`config.mk`:
```
export PLATFORM = sky130hd
export DESIGN_NAME = video_pattern_gen
export DESIGN_NICKNAME = d
export VERILOG_FILES = /design/src/rtl/video_pattern_gen.sv
export SDC_FILE = /design/constraint.sdc
export NUM_CORES = 1
export LEC_CHECK = 0
export BUFFER_PORTS_ARGS = -buffer_cell sky130_fd_sc_hd__buf_4
export CELL_PAD_IN_SITES_DETAIL_PLACEMENT = 0
export CELL_PAD_IN_SITES_GLOBAL_PLACEMENT = 1
export CORE_UTILIZATION = 40
export DETAILED_ROUTE_END_ITERATION = 10
export GPL_TIMING_DRIVEN = 1
export PLACE_DENSITY = 0.82
export SYNTH_ARGS = -nofsm -noshare
export SYNTH_HDL_FRONTEND = slang
export SYNTH_SLANG_ARGS = --single-unit
```
`constraint.sdc`:
```
create_clock -name clk -period 3.89 [get_ports clk]
set_input_delay 0.389 -clock clk [delete_from_list [all_inputs] [get_ports clk]]
set_output_delay 0.389 -clock clk [all_outputs]
set_load 0.05 [all_outputs]
```
`src/rtl/video_pattern_gen.sv`:
```
// Raster timing generator with four selectable test patterns.
// Sync, data-enable and pixel data are registered one clock behind the counters.
module video_pattern_gen #(
  parameter int HSW  = 1,
  parameter int HBP  = 2,
  parameter int HACT = 10,
  parameter int HFP  = 2,
  parameter int VSW  = 1,
  parameter int VBP  = 1,
  parameter int VACT = 4,
  parameter int VFP  = 1
) (
  input  logic       clk,
  input  logic       rstn,
  input  logic       i_en,
  input  logic [1:0] i_pat_sel,
  output logic       o_vsync,
  output logic       o_hsync,
  output logic       o_de,
  output logic [9:0] o_r_data,
  output logic [9:0] o_g_data,
  output logic [9:0] o_b_data,
  output logic       o_frame_start
);

  localparam int HTOT   = HSW + HBP + HACT + HFP;
  localparam int VTOT   = VSW + VBP + VACT + VFP;
  localparam int HW     = $clog2(HTOT + 1);
  localparam int VW     = $clog2(VTOT + 1);
  localparam int HSTART = HSW + HBP;
  localparam int HEND   = HSTART + HACT;
  localparam int VSTART = VSW + VBP;
  localparam int VEND   = VSTART + VACT;

  typedef enum logic [1:0] {
    PAT_HRAMP   = 2'd0,
    PAT_VRAMP   = 2'd1,
    PAT_CHECKER = 2'd2,
    PAT_MOTION  = 2'd3
  } pat_e;

  logic [HW-1:0] hcnt_q, hcnt_d;
  logic [VW-1:0] vcnt_q, vcnt_d;
  logic [9:0]    frameCnt_q, frameCnt_d;
  pat_e          pat_q, pat_d;

  logic          hsync_q, hsync_d;
  logic          vsync_q, vsync_d;
  logic          de_q, de_d;
  logic          frameStart_q, frameStart_d;
  logic [9:0]    rData_q, rData_d;
  logic [9:0]    gData_q, gData_d;
  logic [9:0]    bData_q, bData_d;

  logic          hWrap, vWrap, firstPix, hAct, vAct;
  logic [9:0]    xPix, yPix;

  // Outputs are decoded from the counter values held before the edge, so a
  // disabled generator simply forces every output register to zero.
  always_comb begin
    hWrap    = (hcnt_q == HW'(HTOT - 1));
    vWrap    = (vcnt_q == VW'(VTOT - 1));
    firstPix = (hcnt_q == '0) && (vcnt_q == '0);
    hAct     = (hcnt_q >= HW'(HSTART)) && (hcnt_q < HW'(HEND));
    vAct     = (vcnt_q >= VW'(VSTART)) && (vcnt_q < VW'(VEND));
    xPix     = 10'(hcnt_q - HW'(HSTART));
    yPix     = 10'(vcnt_q - VW'(VSTART));

    hcnt_d       = '0;
    vcnt_d       = '0;
    frameCnt_d   = frameCnt_q;
    pat_d        = pat_q;
    hsync_d      = 1'b0;
    vsync_d      = 1'b0;
    de_d         = 1'b0;
    frameStart_d = 1'b0;
    rData_d      = '0;
    gData_d      = '0;
    bData_d      = '0;

    if (i_en) begin
      hcnt_d = hWrap ? '0 : hcnt_q + HW'(1);
      if (hWrap) begin
        vcnt_d = vWrap ? '0 : vcnt_q + VW'(1);
      end else begin
        vcnt_d = vcnt_q;
      end
      if (hWrap && vWrap) begin
        frameCnt_d = frameCnt_q + 10'd1;
      end
      // Pattern changes are only accepted on the first clock of a frame.
      if (firstPix) begin
        pat_d = pat_e'(i_pat_sel);
      end

      hsync_d      = (hcnt_q < HW'(HSW));
      vsync_d      = (vcnt_q < VW'(VSW));
      de_d         = hAct && vAct;
      frameStart_d = firstPix;

      if (de_d) begin
        case (pat_q)
          PAT_HRAMP: begin
            rData_d = xPix;
            gData_d = xPix;
            bData_d = xPix;
          end
          PAT_VRAMP: begin
            rData_d = yPix;
            gData_d = yPix;
            bData_d = yPix;
          end
          PAT_CHECKER: begin
            rData_d = {10{xPix[0] ^ yPix[0]}};
            gData_d = {10{xPix[0] ^ yPix[0]}};
            bData_d = {10{xPix[0] ^ yPix[0]}};
          end
          PAT_MOTION: begin
            rData_d = frameCnt_q;
            gData_d = xPix;
            bData_d = yPix;
          end
          default: begin
            rData_d = '0;
            gData_d = '0;
            bData_d = '0;
          end
        endcase
      end
    end
  end

  always_ff @(posedge clk or negedge rstn) begin
    if (!rstn) begin
      hcnt_q       <= '0;
      vcnt_q       <= '0;
      frameCnt_q   <= '0;
      pat_q        <= PAT_HRAMP;
      hsync_q      <= 1'b0;
      vsync_q      <= 1'b0;
      de_q         <= 1'b0;
      frameStart_q <= 1'b0;
      rData_q      <= '0;
      gData_q      <= '0;
      bData_q      <= '0;
    end else begin
      hcnt_q       <= hcnt_d;
      vcnt_q       <= vcnt_d;
      frameCnt_q   <= frameCnt_d;
      pat_q        <= pat_d;
      hsync_q      <= hsync_d;
      vsync_q      <= vsync_d;
      de_q         <= de_d;
      frameStart_q <= frameStart_d;
      rData_q      <= rData_d;
      gData_q      <= gData_d;
      bData_q      <= bData_d;
    end
  end

  assign o_vsync       = vsync_q;
  assign o_hsync       = hsync_q;
  assign o_de          = de_q;
  assign o_frame_start = frameStart_q;
  assign o_r_data      = rData_q;
  assign o_g_data      = gData_q;
  assign o_b_data      = bData_q;

endmodule

```
==> out/metrics.csv, run 1 <==
metric,value,unit
status,"complete, no violations",
place_area,2360,um2
start_util,41.4,%
path_delay_family,simple AND/OR/NAND/NOR gates,
clkSinkCount,43,
grt_use_met1,22.2,%
switching_share,28.8,%
rsz0062_at_grt,false,
cts_buffers,5,
setup_tns,0,ps
dr.pass1.iters,4,
period_share,50.3,%
synth_top_area_share,50.9,%
use_met2,22.6,%
crit_required,4070,ps
max_stage_delay,490,ps
met3_usage,2.81,%
grt_max_degree,44,
wl,3920,um
die_w,74.7,um
tightest_slew,528,ps
synthTopCellsByCount,"43 x dfrtp_1, 15 x a21oi_1, 13 x nand2_1, 12 x buf_4",
ctsResizeCount,0,
fillers,476,
grt_pass1_vias,1311,
post-cts-setup-buffers,0,
pwr-share-comb,17.6,%
fin_skew,7.95,ps
hold_viol,0,
vias,1438,
hold_slack,75.0,ps
cts_hold_buf,0,
area_delta_synth_final,15.9,%
critPathMaxFanout,9,
wl_per_cell,13.5,um
num_rows,26,
crit_path_top_delay_cell,dfrtp_1,
seq_area_frac_synth,50.9,%
pwr-share-clk,30.9,%
gp_congestion,0.787,
htree_levels,2,
rrSetupSlack,1930,ps
drt_iter0_drc,136,
total_power,916,uW
cts_tree,done,
cp.arrival,2140,ps
drive_above_1_share,29.1,%
synthCells,192,
synth_area,2110,um2
synth.most_common_cell,dfrtp_1,
port_buffers,38,
clk_pin_slew,80,ps
root_buffer,clkbuf_8,
drc,0,
globalRouteOverflowTotal,0,
core_area,5110,um2
top_usage_layer,met2,
via_per_inst,4.96,
p_int,652,uW
clock_latency,290,ps
path_buf_inv,1,
path_cells,inv_1 > ha_1 > nand4_1 > nor2_1 > mux2_2,
grt_pass1_wl,6360,um
setup_slack,1930,ps
slew_headroom,64.8,%
critPathLaunchType,flop,
p_seq_share,51.5,%
max_clock_freq,511,MHz
diodes,0,
dieArea,5580,um2
min_path_type,in2async,
clk_path_buf_depth,2,
io_pins,39,
power.leakage,1.20,nW
r2r_cells,5,
ys_types,40,
grt_antenna_before_repair,0,
regToRegStartpoint,hcnt_q[0],
peakVddDrop,0.190,mV
synth_warnings,0,
synth_edf_count,0,
powerDensity,374,nW/um2
drv_slew,0,
end_kind,flop,
synth_area_leaders,"dfrtp_1 51%, ha_1 6.5%, buf_4 4.3%",
maxCapViolations,0,
criticalPathCategory,reg2reg,
p_sw,264,uW
fin_crit,1960,ps
nets,236,
stdcell_area,2450,um2
ys_async_sr_fraction,100,%
final_antenna_net_count,0,
ys_ff_latch,43,
path_depth,5,
hpwl,2810,um
die_h,74.7,um
place_ws,1970,ps
synth_nets,208,
synth_area_per_cell,11.0,um2
finalSetupViolCount,0,
synth-main-ff-cell,dfrtp_1,
r2r-end,frameCnt_q[1],
groute.usage.overall,15.3,%
yosysTopAreaCell,dfrtp_1,
-- metal layers --
metal  vias up  routed length (um)
met5         -                   0
met2        43                1770
met4         0                  70
li1        703                   -
met3         8                 177
met1       684                1890
-- sequential cells by signal, indices dropped and copies added, names as in the netlist --
name,count
o_de,1
o_vsync,1
o_hsync,1
o_frame_start,1
hcnt_q,4
vcnt_q,3
o_b_data,5
o_g_data,5
frameCnt_q,10
pat_q,2
o_r_data,10
-- power groups by stage --
stage / Sequential (mW) / Clock [mW] / Combinational [mW]
2_1_floorplan: 0.483 / 0 / 0.113
3_3_place_gp: 0.480 / 0 / 0.160
3_5_place_dp: 0.480 / 0 / 0.161
4_1_cts: 0.471 / 0.292 / 0.162
5_1_grt: 0.474 / 0.303 / 0.180
6_report: 0.472 / 0.283 / 0.161
-- layout by cell type, fill, tap and decap left out, drive strengths merged, types with 4 or more instances in the layout --
cell and count:
dfrtp 43, buf 38, a21oi 18, nand2 13, inv 12, ha 11
xnor2 9, o21ai 8, nand3 8, and3 7, clkbuf 6, a21boi 6
nor2 4, nand4 4, and2 4
-- kinds of logic (layout without fill, tap and decap cells) --
kind of cell	count (synthesis)	after routing	synth area share, %
AND/OR/NAND/NOR	51	51	13.2
AO/OA/AOI/OAI	43	43	14.4
flip-flops	43	43	50.9
buffers and inverters	29	57	8.05
XOR/XNOR	12	12	5.33
adder cells (fa/ha/maj)	11	11	6.51
multiplexers	3	3	1.60
-- how the worst max path moves through the flow --
stage                     startpoint       endpoint  slack, ps
after floorplan            hcnt_q[0]  frameCnt_q[1]       2130
after detailed placement   hcnt_q[0]  frameCnt_q[1]       1970
after global routing       hcnt_q[0]  frameCnt_q[1]       1770
final                      hcnt_q[0]  frameCnt_q[1]       1930
after CTS                  hcnt_q[0]  frameCnt_q[1]       1950
after global placement     hcnt_q[0]    o_b_data[8]       1990
-- area by class of cell --
class | instances | area (um2) | area share, %
clock inverters | 1 | 5.00 | 0.204
flip-flops and latches | 43 | 1080 | 43.9
multi-input cells | 120 | 868 | 35.4
clock buffers | 6 | 82.6 | 3.37
inverters | 12 | 45.0 | 1.84
well taps | 70 | 87.6 | 3.58
repair buffers | 38 | 285 | 11.6
-- worst reg2reg max path, stage by stage (launching register included) --
cell     delay, ps
dfrtp_1        490
inv_1          160
ha_1           220
nand4_1        200
nor2_1         390
mux2_2         380
-- through the flow --
step	util [%]	cells
2_1_floorplan	-	192
3_3_place_gp	46.3	283
3_5_place_dp	46.3	283
4_1_cts	48.0	290
5_1_grt	48.0	290
6_report	48.0	290
Note: power is estimated with default switching activity, not from simulation.
==> run 2, diff against run 1 <==
ABC_AREA = 1   (was default)
CORE_UTILIZATION = 37   (was 40)
PLACE_DENSITY = 0.83   (was 0.82)
clock period = 1.65 ns   (was 3.89 ns; I/O delays follow)
==> out/metrics.csv, run 2 <==
metric,value,unit
status,"complete, no violations",
rsz0062_at_grt,false,
via_per_inst,4.49,
ys_async_sr_fraction,100,%
hpwl,3270,um
synth_warnings,0,
powerDensity,847,nW/um2
stdcell_area,2640,um2
grt_pass1_wl,7470,um
synth_area,2230,um2
globalRouteOverflowTotal,0,
cts_buffers,5,
clk_pin_slew,80,ps
diodes,0,
r2r-end,o_b_data[1],
fin_crit,1500,ps
regToRegStartpoint,hcnt_q[0],
groute.usage.overall,15.7,%
grt_pass1_vias,1639,
wl,4290,um
dieArea,6330,um2
hold_slack,78.8,ps
whs_endpoint,pat_q[0],
area_delta_synth_final,18.5,%
synth_nets,280,
min_path_cells,3,
start_util,39.5,%
ys_types,28,
synth.most_common_cell,nand2_1,
period_share,90.7,%
synth_edf_count,0,
max_stage_delay,460,ps
slew_headroom,65.2,%
core_area,5640,um2
synth_area_leaders,"dfrtp_1 48%, nand2_1 9.3%, nor2_1 7.1%",
cts_tree,done,
tightest_slew,522,ps
port_buffers,38,
end_kind,flop,
synth_top_area_share,48.3,%
gp_congestion,0.837,
max_clock_freq,668,MHz
clock_latency,290,ps
synth_area_per_cell,8.44,um2
die_w,79.6,um
root_buffer,clkbuf_8,
nets,318,
peakVddDrop,0.406,mV
yosysTopAreaCell,dfrtp_1,
synthTopCellsByCount,"55 x nand2_1, 43 x dfrtp_1, 42 x nor2_1, 38 x inv_1, 16 x nand3_1",
grt_max_degree,44,
drt_iter0_drc,91,
fin_skew,2.47,ps
grt_antenna_before_repair,0,
critPathMaxFanout,7,
synthCells,264,
clk_path_buf_depth,2,
hold_viol,0,
io_pins,39,
drv_slew,0,
path_cells,inv_1 > buf_4 > ha_1 > inv_1 > nand2_1 > nand2_1 > nor2_1,
seq_area_frac_synth,48.3,%
final_common_cell,nand2_1,
finalSetupViolCount,0,
crit_required,1830,ps
post-cts-setup-buffers,0,
die_h,79.6,um
synth-main-ff-cell,dfrtp_1,
power.leakage,1.44,nW
rrSetupSlack,150,ps
num_rows,27,
final_antenna_net_count,0,
hp-start,i_pat_sel[0],
vias,1684,
wl_per_cell,11.4,um
crit_path_top_delay_cell,dfrtp_1,
setup_slack,154,ps
drc,0,
critPathLaunchType,flop,
maxCapViolations,0,
criticalPathCategory,reg2reg,
clkSinkCount,43,
place_area,2540,um2
cp.arrival,1680,ps
ys_ff_latch,43,
fillers,577,
htree_levels,2,
dr.pass1.iters,4,
drive_above_1_share,20.8,%
min_path_type,in2reg,
final_cell_mix,"55 x nand2_1, 43 x dfrtp_1, 42 x nor2_1, 42 x buf_4, 38 x inv_1",
r2r_cells,7,
place_ws,-11.9,ps
[run 2: changes by cell type after synthesis, sizes merged, moves of 7 or more]
cell / delta
nand2: +47
nor2: +41
inv: +28
nand3: +9
a21oi: -8
xnor2: -8
and3: -7
[run 2: timing repair]
item                                    CTS  global route
hold endpoints to repair                 43             0
endpoints found under the setup margin    2             2
gates resized for setup                   1             1
hold buffers                              1             0
[run 2: layout make-up]
class	count	area, um2	area share (%)
Timing Repair Buffer	43	325	12.3
Multi-Input combinational cell	169	912	34.6
Inverter	40	150	5.69
Clock buffer	6	72.6	2.75
Tap cell	72	90.1	3.41
Sequential cell	43	1080	40.8
Clock inverter	2	12.5	0.474
[run 2: per-stage QoR]
| stage | instances | total power, mW | utilization, % | setup TNS [ps] |
|---|---|---|---|---|
| after floorplan | 264 | 1.46 | - | 0 |
| after global routing | 375 | 2.38 | 46.8 | 0 |
| after detailed placement | 366 | 1.60 | 45.0 | -13.2 |
| after CTS | 375 | 2.25 | 46.8 | 0 |
| after global placement | 366 | 1.61 | 45.0 | 0 |
| final | 375 | 2.24 | 46.8 | 0 |
[run 2: worst max path at each step]
| stage | startpoint | endpoint | slack [ps] | depth (start not counted) |
|---|---|---|---|---|
| after global placement | hcnt_q[0] | o_r_data[1] | 40 | 7 |
| after global routing | hcnt_q[0] | vcnt_q[2] | 30 | 8 |
| after detailed placement | hcnt_q[0] | o_r_data[1] | -10 | 7 |
| after floorplan | vcnt_q[1] | o_b_data[8] | 250 | 8 |
| after CTS | hcnt_q[0] | o_r_data[1] | 80 | 7 |
| final | hcnt_q[0] | o_b_data[1] | 150 | 7 |
[run 2: critical path, delay by kind of cell, from the launching register on]
kind / cells / cell delay (ps)
buffers and inverters: 3 / 380
adders and majority gates: 1 / 310
DFF: 1 / 460
and+or+nand+nor: 3 / 230
[run 2: cell families (layout without fill, tap and decap cells)]
kind of cell / count (synthesis) / in the layout / synth area share [%]
adder cells (fa/ha/maj): 11 / 11 / 6.18
flip-flops: 43 / 43 / 48.3
AO/OA/AOI/OAI: 24 / 24 / 6.12
XOR/XNOR: 8 / 8 / 3.15
AND/OR/NAND/NOR: 126 / 126 / 25.4
buffers and inverters: 52 / 91 / 10.8
[run 2: report_power, final]
part | switching, mW | leakage [nW] | internal (mW)
sequential | 0.0225 | 0.575 | 1.08
combinational | 0.325 | 0.826 | 0.166
clock | 0.352 | 0.0412 | 0.296
total | 0.699 | 1.44 | 1.54
[run 2: layer usage]
metal	part of all wire [%]	up-vias	track usage (%)
met2	45	41	24.3
met5	0	-	0
met1	49	762	21.0
met4	1.4	0	6.00
met3	4.2	4	3.77
li1	-	877	-
==> run 3, diff against run 2 <==
REMOVE_ABC_BUFFERS = 1   (was default)
==> out/metrics.csv, run 3 (synthesis results as in run 2) <==
metric,value,unit
cp.arrival,1730,ps
nets,319,
end_kind,flop,
wl_per_cell,11.8,um
drv_slew,0,
grt_pass1_wl,7580,um
path_cells,inv_1 > ha_1 > nand3_4 > nand2_1 > nor2_1 > nor2_1,
dr.pass1.iters,4,
finalSetupViolCount,0,
slew_headroom,65.0,%
gp_congestion,0.843,
min_path_type,in2reg,
start_util,39.5,%
grt_max_degree,44,
crit_required,1820,ps
num_rows,27,
core_area,5640,um2
diodes,0,
period_share,94.3,%
path_delay_family,simple AND/OR/NAND/NOR gates,
final_common_cell,nand2_1,
final_antenna_net_count,0,
drive_above_1_share,21.7,%
drc,0,
regToRegStartpoint,pat_q[0],
clkSinkCount,43,
htree_levels,2,
fillers,566,
wl,4440,um
hold_slack,87.0,ps
final_cell_mix,"55 x nand2_1, 43 x buf_4, 42 x nor2_1, 42 x dfrtp_1, 38 x inv_1",
path_buf_inv,1,
cts_buffers,5,
fin_skew,7.67,ps
final_util,47.3,%
area_delta_synth_final,19.7,%
crit_path_top_delay_cell,dfrtp_1,
die_w,79.6,um
cts_tree,done,
clk_pin_slew,80,ps
critPathLaunchType,flop,
groute.usage.overall,15.6,%
hold_viol,0,
hp-start,i_pat_sel[1],
max_clock_freq,643,MHz
via_per_inst,4.53,
fin_crit,1560,ps
grt_pass1_vias,1610,
dieArea,6330,um2
tightest_slew,525,ps
port_buffers,38,
powerDensity,870,nW/um2
max_stage_delay,470,ps
rsz0062_at_grt,false,
power.leakage,1.46,nW
criticalPathCategory,reg2reg,
drt_iter0_drc,76,
io_pins,39,
hpwl,3390,um
vias,1702,
root_buffer,clkbuf_8,
peakVddDrop,0.314,mV
crit_top_cell,nor2_1,
maxCapViolations,0,
clk_path_buf_depth,2,
die_h,79.6,um
clock_latency,290,ps
globalRouteOverflowTotal,0,
startpoint,pat_q[0],
critPathMaxFanout,10,
total_power,2.32,mW
status,"complete, no violations",
grt_antenna_before_repair,0,
-- run 3: worst paths after layout --
| kind | to | slack [ps] | cells past startpoint |
|---|---|---|---|
| max | o_b_data[8] | 90 | 6 |
| min | pat_q[1] | 90 | 3 |
| max reg2reg | o_b_data[8] | 90 | 6 |
| min reg2reg | frameCnt_q[8] | 510 | 2 |
| max in group asynchronous | hcnt_q[0] | 880 | 2 |
| min in group asynchronous | pat_q[1] | 390 | 2 |
-- run 3: through the flow --
| stage | setup slack, ps | instances | instance area (um2) | setup TNS [ps] |
|---|---|---|---|---|
| floorplan | -589 | 252 | 2140 | -7070 |
| global placement | 125 | 367 | 2550 | 0 |
| detailed placement | 56.4 | 367 | 2550 | 0 |
| CTS | 38.7 | 376 | 2660 | 0 |
| global route | 21.6 | 376 | 2670 | 0 |
| finish | 94.7 | 376 | 2670 | 0 |
-- run 3: repair_timing --
item                                   4_1_cts  5_1_grt
setup endpoints to repair                    0       15
buffers inserted                             0        0
gates resized for setup                      0        3
hold buffers                                 1        0
endpoints found under the hold margin       43        0
-- run 3: cell type report --
| class | count | area, um2 | share of cell area (%) |
|---|---|---|---|
| well taps | 72 | 90.1 | 3.38 |
| clock inverters | 1 | 7.51 | 0.282 |
| flip-flops and latches | 43 | 1080 | 40.4 |
| repair buffers | 44 | 333 | 12.5 |
| inverters | 40 | 150 | 5.63 |
| clock buffers | 7 | 96.3 | 3.61 |
| multi-input cells | 169 | 912 | 34.2 |
-- run 3: worst min-delay path, stage by stage --
cell,delay [ps]
buf_4,80
nand2_1,40
o21ai_0,60
-- run 3: where the power goes --
part | total (mW) | switching [mW] | internal [mW] | leakage, nW
clock | 0.726 | 0.345 | 0.381 | 0.0505
combinational | 0.493 | 0.327 | 0.166 | 0.831
sequential | 1.10 | 0.0259 | 1.08 | 0.574
-- run 3: layer usage --
layer / track usage (%) / share of wire, % / vias up / routed length (um)
li1: - / - / 883 / -
met1: 21.1 / 50 / 775 / 2200
met2: 25.2 / 45 / 39 / 2010
met3: 2.40 / 3.8 / 5 / 167
met4: 6.00 / 1.4 / 0 / 60
met5: 0 / 0 / - / 0
